==> src/rtl/prog_clk_divider.sv <==
// prog_clk_divider: runtime-programmable integer clock divider.
// Divides clk by N (2..2^WIDTH-1), emits a near-50% duty clk_out, a one-cycle
// tick at the start of every output period and NTAPS binary sub-divided taps.
// Ratio changes are queued and applied only at a period boundary.
// Optional macro DUTY50_ODD_EN: for odd N, a negedge register stretches the
// high phase by half a clk period to give exactly 50% duty.
module prog_clk_divider #(
  parameter int WIDTH = 8,
  parameter int NTAPS = 3
) (
  input  logic             clk,
  input  logic             rst,
  input  logic             en,
  input  logic [WIDTH-1:0] ratio,
  input  logic             ratio_load,
  output logic             ratio_ack,
  output logic             ratio_err,
  output logic             clk_out,
  output logic             tick,
  output logic [NTAPS-1:0] taps
);

  localparam logic [WIDTH-1:0] RESET_RATIO = WIDTH'(2);

  logic [WIDTH-1:0] cnt;
  logic [WIDTH-1:0] cnt_next;
  logic [WIDTH-1:0] act_ratio;
  logic [WIDTH-1:0] pend;
  logic             pend_valid;
  logic [WIDTH-1:0] n_next;
  logic [WIDTH:0]   half;
  logic [NTAPS-1:0] tap_cnt;
  logic             hi_q;
  logic             hi_next;
  logic             wrap;
  logic             swap;
  logic             load_ok;
  logic             load_bad;

`ifdef DUTY50_ODD_EN
  logic odd_q;
  logic neg_hi;
`endif

  // Next-state decode: period wrap, ratio swap and the next clk_out level.
  always_comb begin
    // NOTE: every always_comb output gets a default first so no path can infer a latch.
    wrap     = 1'b0;
    swap     = 1'b0;
    load_ok  = 1'b0;
    load_bad = 1'b0;
    n_next   = act_ratio;
    cnt_next = cnt + WIDTH'(1);
    half     = '0;
    hi_next  = 1'b0;

    wrap     = en && (cnt == act_ratio - WIDTH'(1));
    swap     = wrap && pend_valid;
    load_ok  = ratio_load && (ratio >= RESET_RATIO);
    load_bad = ratio_load && (ratio <  RESET_RATIO);

    // The ratio that takes effect at a wrap governs that edge's clk_out value.
    if (swap)
      n_next = pend;
    if (wrap)
      cnt_next = '0;

`ifdef DUTY50_ODD_EN
    // floor(N/2): exact half for even N; odd N gets the extra half cycle from neg_hi.
    half = {1'b0, n_next} >> 1;
`else
    // ceil(N/2): odd N stays high one clk longer than low.
    half = ({1'b0, n_next} + (WIDTH+1)'(1)) >> 1;
`endif
    hi_next = ({1'b0, cnt_next} < half);
  end

  // Period counter, ratio registers, tap counter and registered pulse outputs.
  always_ff @(posedge clk or posedge rst) begin
    if (rst) begin
      cnt        <= '0;
      act_ratio  <= RESET_RATIO;
      pend       <= RESET_RATIO;
      pend_valid <= 1'b0;
      tap_cnt    <= '0;
      hi_q       <= 1'b0;
      tick       <= 1'b0;
      ratio_ack  <= 1'b0;
      ratio_err  <= 1'b0;
`ifdef DUTY50_ODD_EN
      odd_q      <= 1'b0;
`endif
    end else begin
      // NOTE: sequential state uses non-blocking assignments so every register samples pre-edge values.
      tick      <= wrap;
      ratio_ack <= swap;
      ratio_err <= load_bad;

      if (en) begin
        cnt  <= cnt_next;
        hi_q <= hi_next;
`ifdef DUTY50_ODD_EN
        odd_q <= n_next[0];
`endif
      end

      if (swap)
        act_ratio <= pend;

      if (wrap)
        tap_cnt <= tap_cnt + NTAPS'(1);

      // A load on a swap edge is captured after the old pending value moves to active.
      if (load_ok) begin
        pend       <= ratio;
        pend_valid <= 1'b1;
      end else if (swap) begin
        pend_valid <= 1'b0;
      end
    end
  end

`ifdef DUTY50_ODD_EN
  // Half-cycle stretch of the high phase, only while the active ratio is odd.
  always_ff @(negedge clk or posedge rst) begin
    if (rst)
      neg_hi <= 1'b0;
    else
      neg_hi <= hi_q & odd_q;
  end

  assign clk_out = hi_q | neg_hi;
`else
  assign clk_out = hi_q;
`endif

  assign taps = tap_cnt;

endmodule

==> config.mk <==
export PLATFORM = sky130hd
export DESIGN_NAME = prog_clk_divider
export DESIGN_NICKNAME = d
export VERILOG_FILES = /design/src/rtl/prog_clk_divider.sv
export SDC_FILE = /design/constraint.sdc
export NUM_CORES = 1
export LEC_CHECK = 0
export CELL_PAD_IN_SITES_DETAIL_PLACEMENT = 1
export CELL_PAD_IN_SITES_GLOBAL_PLACEMENT = 2
export CORE_UTILIZATION = 34
export DETAILED_ROUTE_END_ITERATION = 8
export HOLD_SLACK_MARGIN = 0.08
export MAX_ROUTING_LAYER = met4
export PLACE_DENSITY = 0.78
export REMOVE_ABC_BUFFERS = 1
export SLEW_MARGIN = 20
export SYNTH_ARGS = -nofsm -noshare
export SYNTH_HDL_FRONTEND = slang
export SYNTH_SLANG_ARGS = --single-unit
==> constraint.sdc <==
create_clock -name clk -period 4 [get_ports clk]
set_input_delay 1 -clock clk [delete_from_list [all_inputs] [get_ports clk]]
set_output_delay 1 -clock clk [all_outputs]
set_load 0.01 [all_outputs]
# Yosys cells after proc, flatten, opt, wreduce, memory -nomap -nowiden
# Cells that the tools add are included.
totals:
  register_bits: 32
  input_bits: 12
  out_inout_bits: 7
  wordCells: 26
op_classes:
  n_addsub: 4
  magnitude_cmp: 3
  n_eq_ne: 1
  mux: 4
  reduce_logical: 5
op_table:
  columns: ["op", "count"]
  rows:
  - ["two-way mux 8 bit", 2]
  - ["adder 8 x 1 -> 9 bit (second input constant)", 1]
  - ["adder 8 x 1 -> 8 bit (second input constant)", 1]
  - ["== test 8 bit", 1]
  - ["greater-or-equal comparator 8 x 2 -> 1 bit (second input constant)", 1]
  - ["< comparator 8 x 2 -> 1 bit (second input constant)", 1]
  - ["< comparator 8 bit", 1]
  - ["subtractor 8 x 1 -> 8 bit (second input constant)", 1]
  - ["logical AND 1 bit", 4]
  - ["adder 3 x 1 -> 3 bit (second input constant)", 1]
  - ["two-way mux 1 bit", 2]
  - ["nonzero test 2 bit", 1]

# Depth between registers and ports, before layout
# Gate-level depths: netlist of the first run.
logic_depth:
  depth_word: 7
  depth_mapped: 22
  ltp_nobuf: 19

# Least setup slack after synthesis of the first run
# OpenSTA, ideal clock, no wires.
synth_path:
  path_kind: "flip-flop to flip-flop"
  start: "reg act_ratio[0]"
  end: "reg hi_q (netlist: clk_out)"
  t_arrival_ns: 3.950
  path_slack_ns: -0.014
  stages_incl_launch_ff: 21
  n_path_buf: 3
  path_cell_list: "dfrtp_1 buf_6 or4_4 or4_4 o311ai_2 o211a_1 buf_4 buf_6 nand3_1 o21ai_0 ha_1 nand3_1 nor2_1 xor2_1 mux2i_1 ha_1 a21o_1 nand2_1 nand3b_1 nor4bb_1 a211o_1"
synth_via:
  elab_chain_len: 7
synth_lines:
  columns: ["item", "line_no", "source"]
  rows:
  - ["from (decl)", "27", "logic [WIDTH-1:0] act_ratio;"]
  - ["from (signal assigned)", "108", "act_ratio <= pend;"]
  - ["subtractor 8 x 1 -> 8 bit", "57", "wrap = en && (cnt == act_ratio - WIDTH'(1));"]
  - ["== test 8 bit", "57", null]
  - ["logical AND 1 bit", "57", null]
  - ["logical AND 1 bit", "58", "swap = wrap && pend_valid;"]
  - ["two-way mux 8 bit", null, null]
  - ["net n_next[1]", "30", "logic [WIDTH-1:0] n_next;"]
  - ["adder 8 x 1 -> 9 bit", "73", "half = ({1'b0, n_next} + (WIDTH+1)'(1)) >> 1;"]
  - ["< comparator 8 bit", "75", "hi_next = ({1'b0, cnt_next} < half);"]
  - ["to (signal assigned)", "101", "hi_q <= hi_next;"]
  - ["to (decl)", "33", "logic hi_q;"]
# The timed path passes the listed nets, and every way through them passes these cells.
# A chain may end at the register's enable or synchronous reset.

# Worst setup path in the final report of the first run
layout_path:
  start: "reg act_ratio[0]"
  end: "reg hi_q (netlist: clk_out)"
layout_via:
  elab_chain_len: 7
layout_lines:
  columns: ["item", "line_no", "source"]
  rows:
  - ["subtractor 8 x 1 -> 8 bit", "57", null]
  - ["== test 8 bit", "57", null]
  - ["logical AND 1 bit", "57", null]
  - ["logical AND 1 bit", "58", null]
  - ["net swap", "36", "logic swap;"]
  - ["two-way mux 8 bit", null, null]
  - ["net n_next[1]", "30", null]
  - ["adder 8 x 1 -> 9 bit", "73", null]
  - ["< comparator 8 bit", "75", null]
# The timed path passes the listed nets, and every way through them passes these cells.

==> results.cfg, run 1 <==
[routing]
drt_wl_total_microns = 5576
avgRoutedWirePerCell_microns = 16.60
drt_iter0_drc = 47
first_pass_iters = 4
drcViolationCount = 0
vias = 1714
viasPerCell = 5.101
ant_nets = 0

[critical_path]
path_buf_inv = 4
cpPeakStageDelay_ns = 0.54
path_class = register to register
arrival_ns = 4.12
endpoint_kind = register
path_cells = or4_4 -> or4_4 -> o311ai_4 -> buf_4 -> nor2_2 -> nor3b_2 -> o21ai_2 -> ha_2 -> buf_4 -> buf_4 -> nand2_2 -> xnor2_1 -> mux2i_1 -> ha_1 -> a21o_1 -> nand2_1 -> nand3b_1 -> buf_4 -> a41oi_2 -> a211o_1
cp_common_cell = buf_4
cp_top_family = simple AND/OR/NAND/NOR gates
crit_slowest_cell = or4_4
start_kind = register
worst-path-max-fanout = 3
worstPathRequired_ns = 4.23

[floorplanning]
die_w_microns = 82.27
placeableCoreArea_sq_um = 6061
dieHeight_microns = 82.27
die_area_sq_um = 6768
ioPinCount = 19
start_util = 0.3615
fp-row-count = 28

[sta]
slew_viol_final = 0
setup_ws_ns = 0.1051
setup_viol = 0
finalCritPeriodShare = 0.9737
finalCriticalPeriod_ns = 3.895
maxSlewHeadroom = 0.6704
tns_ns = 0
fmax_mhz = 256.7
holdWs_ns = 0.4724
worst_slew_pin_slew_ns = 0.4944
hold_viol = 0
clock_skew_ns = 0.003586

[finish]
num-fill-cells = 690
fin_util = 0.4573
multi_input_area_sq_um = 1346
diodes = 0
regArea_sq_um = 803.3
drive_above_1_share = 0.2605
synthToLayoutAreaGrowth_pct = 26.50
fin_nets = 283

[grt]
grt_pass1_wl_microns = 8790
grt_pass1_vias = 1718
grt-ovfl-total = 0
antenna_found_initial = 0
track_usage = 0.1854
grt_max_degree = 33

[cts]
cts_sinks = 32
cts_max_level = 2
cts_tree = done
clk_latency_ns = 0.28
ctsHoldBuffers = 0
cts_made_buffers = 5
clk_pin_slew_ns = 0.07
root_buffer = clkbuf_8
cts.path.max_buffers = 2

[logic_synthesis]
synth_edf_count = 0
postSynthAreaPerCell_sq_um = 9.958
synthesis.area_sq_um = 2191
synth.distinct_cells = 47
yosysSeqAreaShare = 0.3666
dominantRegCellSynth = dfrtp_1
synthArstFlopShare = 1.000
ys_warn_count = 0
synth_seq_cells = 32
postSynthCellCount = 220

[min_path]
hp-class = register to register

[outcome]
outcome = completed

[power]
vdd_drop_max_uv = 328.8
power_density_nw_per_um2 = 703.6
power.total_w = 0.001950
leakage_nw = 1.289

[place]
gp_congestion = 0.8372
portBuffers = 18
dp_hpwl_microns = 4039
pre_cts_ws_ns = -0.3362

[flow_run]
maxCapViolations = 0
synth_stat cells (all sizes together), types with 3 or more instances:
cell | count | share of area
dfrtp | 30 | 0.34
nand2 | 28 | 0.048
xnor2 | 20 | 0.083
nor2 | 13 | 0.022
ha | 11 | 0.063
mux2 | 11 | 0.060
o21ai | 11 | 0.025
nor2b | 10 | 0.029
nand3 | 8 | 0.018
xor2 | 8 | 0.032
a22o | 7 | 0.028
buf | 7 | 0.031
and3 | 6 | 0.017
clkbuf | 5 | 0.014
inv | 5 | 0.0086
a21oi | 3 | 0.0069
and2 | 3 | 0.0091
mux2i | 3 | 0.014
nand4 | 3 | 0.0086
or4 | 3 | 0.014
registers in the layout (all words and copies together) (netlist names):
signal      flops
tick            1
taps            3
pend            8
pend_valid      1
ratio_err       1
act_ratio       8
ratio_ack       1
cnt             8
clk_out         1
metal layers:
layer | routed length (microns) | vias to the layer above | track usage
li1 | - | 845 | -
met4 | 75 | 0 | 0.06316
met5 | 0 | - | -
met1 | 2694 | 841 | 0.2541
met2 | 2679 | 22 | 0.2744
met3 | 127 | 6 | 0.03297
cells in the final DEF (no fill, tap or decap), drive strengths merged, types with 3 or more instances in the layout:
cell type / n
a22o: 7
clkdlybuf4s50: 18
and2: 3
xor2: 8
ha: 11
buf: 27
o21ai: 11
mux2: 11
nor2b: 10
and3: 6
nand3: 8
nand2: 28
inv: 5
or4: 3
mux2i: 3
clkbuf: 7
dfrtp: 30
a21oi: 3
nor2: 13
nand4: 3
xnor2: 20
cell type report:
class,count,area share
clock buffer,7,0.03476
clock inverter,1,0.01084
inverter,5,0.006772
multi-input combinational,171,0.4858
sequential,32,0.2898
tap,75,0.03386
timing repair buffer,45,0.1381
worst paths after layout:
path / from / end / slack, ns / cells after the start
worst max-delay path: act_ratio[0] / clk_out / 0.11 / 20
worst min-delay path: taps[2] / taps[2] / 0.47 / 1
worst max register to register: act_ratio[0] / clk_out / 0.11 / 20
worst min register to register: taps[2] / taps[2] / 0.47 / 1
max in group asynchronous: rst / pend[1] / 2.56 / 3
min in group asynchronous: rst / pend_valid / 1.11 / 3
logic make-up after synthesis:
group	count (synthesis)	share of synthesized area
fa+ha+maj	11	0.06282
mux	14	0.07367
simple gates	88	0.2153
buf+inv	17	0.05311
xor+xnor	29	0.1256
compound gates	29	0.1028
flops	32	0.3666
what timing repair did:
| action | CTS | global route |
|---|---|---|
| endpoints found under the setup margin | 1 | 1 |
| gates resized for setup | 2 | 14 |
| pin swaps | 2 | 8 |
| setup buffers | 1 | 6 |
metrics by stage:
stage,cell area [sq um],std cells
floorplan,2093,208
global placement,2517,321
global route,2771,336
CTS,2656,330
finish,2771,336
detailed placement,2517,321
power by group:
part           internal [W]  leakage (nW)  switching, W  total (W)
Sequential         0.000418         0.402      0.000114   0.000532
Clock              0.000220        0.0645      0.000121   0.000340
Combinational      0.000564         0.823      0.000513    0.00108
Power figures use the tool's default switching activity.
==> run 2, diff against run 1 <==
Settings changed: REMOVE_ABC_BUFFERS 1 to unset.
==> results.cfg, run 2 (synthesis results as in run 1) <==
[floorplanning]
die_area_sq_um = 6768
start_util = 0.3615
dieHeight_microns = 82.27
placeableCoreArea_sq_um = 6061
ioPinCount = 19
die_w_microns = 82.27
fp-row-count = 28

[outcome]
outcome = completed

[grt]
grt_pass1_vias = 1759
track_usage = 0.1849
grt_max_degree = 25
grt_pass1_wl_microns = 8832
top_usage_layer = met2
use_met1 = 0.2422
grt-ovfl-total = 0
grtUsageMet2 = 0.2818
groute.layer.met3.usage = 0.02308
antenna_found_initial = 0

[place]
dpl_cell_area_sq_um = 2482
portBuffers = 18
pre_cts_ws_ns = -0.1582
gp_congestion = 0.8081
dp_hpwl_microns = 3988

[critical_path]
start_kind = register
critPathLaunch = act_ratio[0]
reg2reg_depth = 16
cp-endpoint = clk_out
r2r-start = act_ratio[0]
cpPeakStageDelay_ns = 0.56
worstPathRequired_ns = 4.23
r2r-end = clk_out
path_class = register to register
crit_slowest_cell = or4_4
worst-path-max-fanout = 4
r2r_slack_ns = 0.20
path_cells = or4_4 -> or4_4 -> o311ai_4 -> o211a_1 -> nand3_1 -> o21ai_2 -> ha_2 -> nand3_1 -> xnor2_1 -> mux2i_1 -> ha_1 -> a21o_1 -> a21oi_2 -> o21ai_0 -> a41oi_1 -> a211o_1
endpoint_kind = register
arrival_ns = 4.03

[cts]
cts_made_buffers = 5
clk_pin_slew_ns = 0.07
cts.path.max_buffers = 2
cts_max_level = 2
clk_latency_ns = 0.29
root_buffer = clkbuf_8
cts_sinks = 32
cts_tree = done

[finish]
post-route-cell-area_sq_um = 2659
fin_util = 0.4387
synthToLayoutAreaGrowth_pct = 21.36
drive_above_1_share = 0.2112
diodes = 0
num-fill-cells = 708
largestRegisters = act_ratio x8, cnt x8, pend x8
fin_nets = 273
mostFrequentLayoutCell = dfrtp_1
final_cell_mix = dfrtp_1 (30), nand2_1 (28), xnor2_1 (19)

[min_path]
hold-path-cell-count = 1
hp-class = register to register

[sta]
rsz0062_at_grt = false
finalCriticalPeriod_ns = 3.799
setup_viol = 0
fmax_mhz = 263.2
finalCritPeriodShare = 0.9498
holdWs_ns = 0.4712
clock_skew_ns = 0.005115
maxSlewHeadroom = 0.3750
setup_ws_ns = 0.2006
hold_viol = 0
slew_viol_final = 0
worst_slew_pin_slew_ns = 0.9317

[routing]
drt_wl_total_microns = 5246
drt_iter0_drc = 58
ant_nets = 0
avgRoutedWirePerCell_microns = 16.09
vias = 1703
first_pass_iters = 4
drcViolationCount = 0
viasPerCell = 5.224

[power]
power_density_nw_per_um2 = 674.6
p_int_w = 0.001107
switching_share = 0.3826
seqPwrFrac = 0.295
share_comb_of_total_power = 0.532
leakage_nw = 1.218
p_switching_w = 0.0006862
vdd_drop_max_uv = 296.6
p_clk_frac = 0.173

[flow_run]
maxCapViolations = 0

[logic_synthesis]
syn_nets = 243
-- run 2: what timing repair did --
| action | in CTS | in global routing |
|---|---|---|
| endpoints found under the setup margin | 0 | 1 |
| hold buffers | 0 | 0 |
| resized for setup | 0 | 11 |
| buffers inserted | 0 | 2 |
-- run 2: area by class of cell --
cell class | instances | area, sq um | share of cell area
inverters | 5 | 18.77 | 0.007059
clock buffers | 6 | 72.57 | 0.02729
well taps | 75 | 93.84 | 0.03529
clock inverters | 2 | 35.03 | 0.01318
repair buffers | 35 | 307.8 | 0.1158
multi-input cells | 171 | 1328 | 0.4993
flip-flops and latches | 32 | 803.3 | 0.3021
-- run 2: metrics by stage --
| step | TNS (ns) | std cells | power, W |
|---|---|---|---|
| after detailed placement | -0.1582 | 316 | 0.001425 |
| after floorplan | 0 | 220 | 0.001177 |
| after global routing | 0 | 326 | 0.001947 |
| after global placement | -0.06698 | 316 | 0.001412 |
| final | 0 | 326 | 0.001794 |
| after CTS | 0 | 324 | 0.001745 |
-- run 2: worst min path at each step --
stage / slack (ns) / startpoint / end
after floorplan: 0.45 / pend[1] / pend[1]
after CTS: 0.48 / taps[2] / taps[2]
final: 0.47 / taps[2] / taps[2]
after global routing: 0.49 / taps[2] / taps[2]
after global placement: 0.46 / taps[2] / taps[2]
after detailed placement: 0.47 / taps[2] / taps[2]
-- run 2: layer usage --
metal	up-vias	wire length (microns)
li1	826	-
met1	853	2650
met2	18	2389
met3	6	112
met4	0	93
met5	-	0
-- run 2: power groups by stage --
stage | registers [W] | logic, W | clock network (W)
floorplan | 0.000506 | 0.000672 | 0
global placement | 0.000530 | 0.000882 | 0
detailed placement | 0.000533 | 0.000891 | 0
CTS | 0.000527 | 0.000898 | 0.000319
global route | 0.000545 | 0.00107 | 0.000331
finish | 0.000529 | 0.000954 | 0.000311
-- run 2: critical path: cells and delay by family (launching register included) --
kind,cells,cell delay (ns)
and+or+nand+nor,4,1.30
AOI/OAI and AO/OA,8,1.20
DFF,1,0.38
adders and majority gates,2,0.53
muxes,1,0.17
xor gates and xnor gates,1,0.13
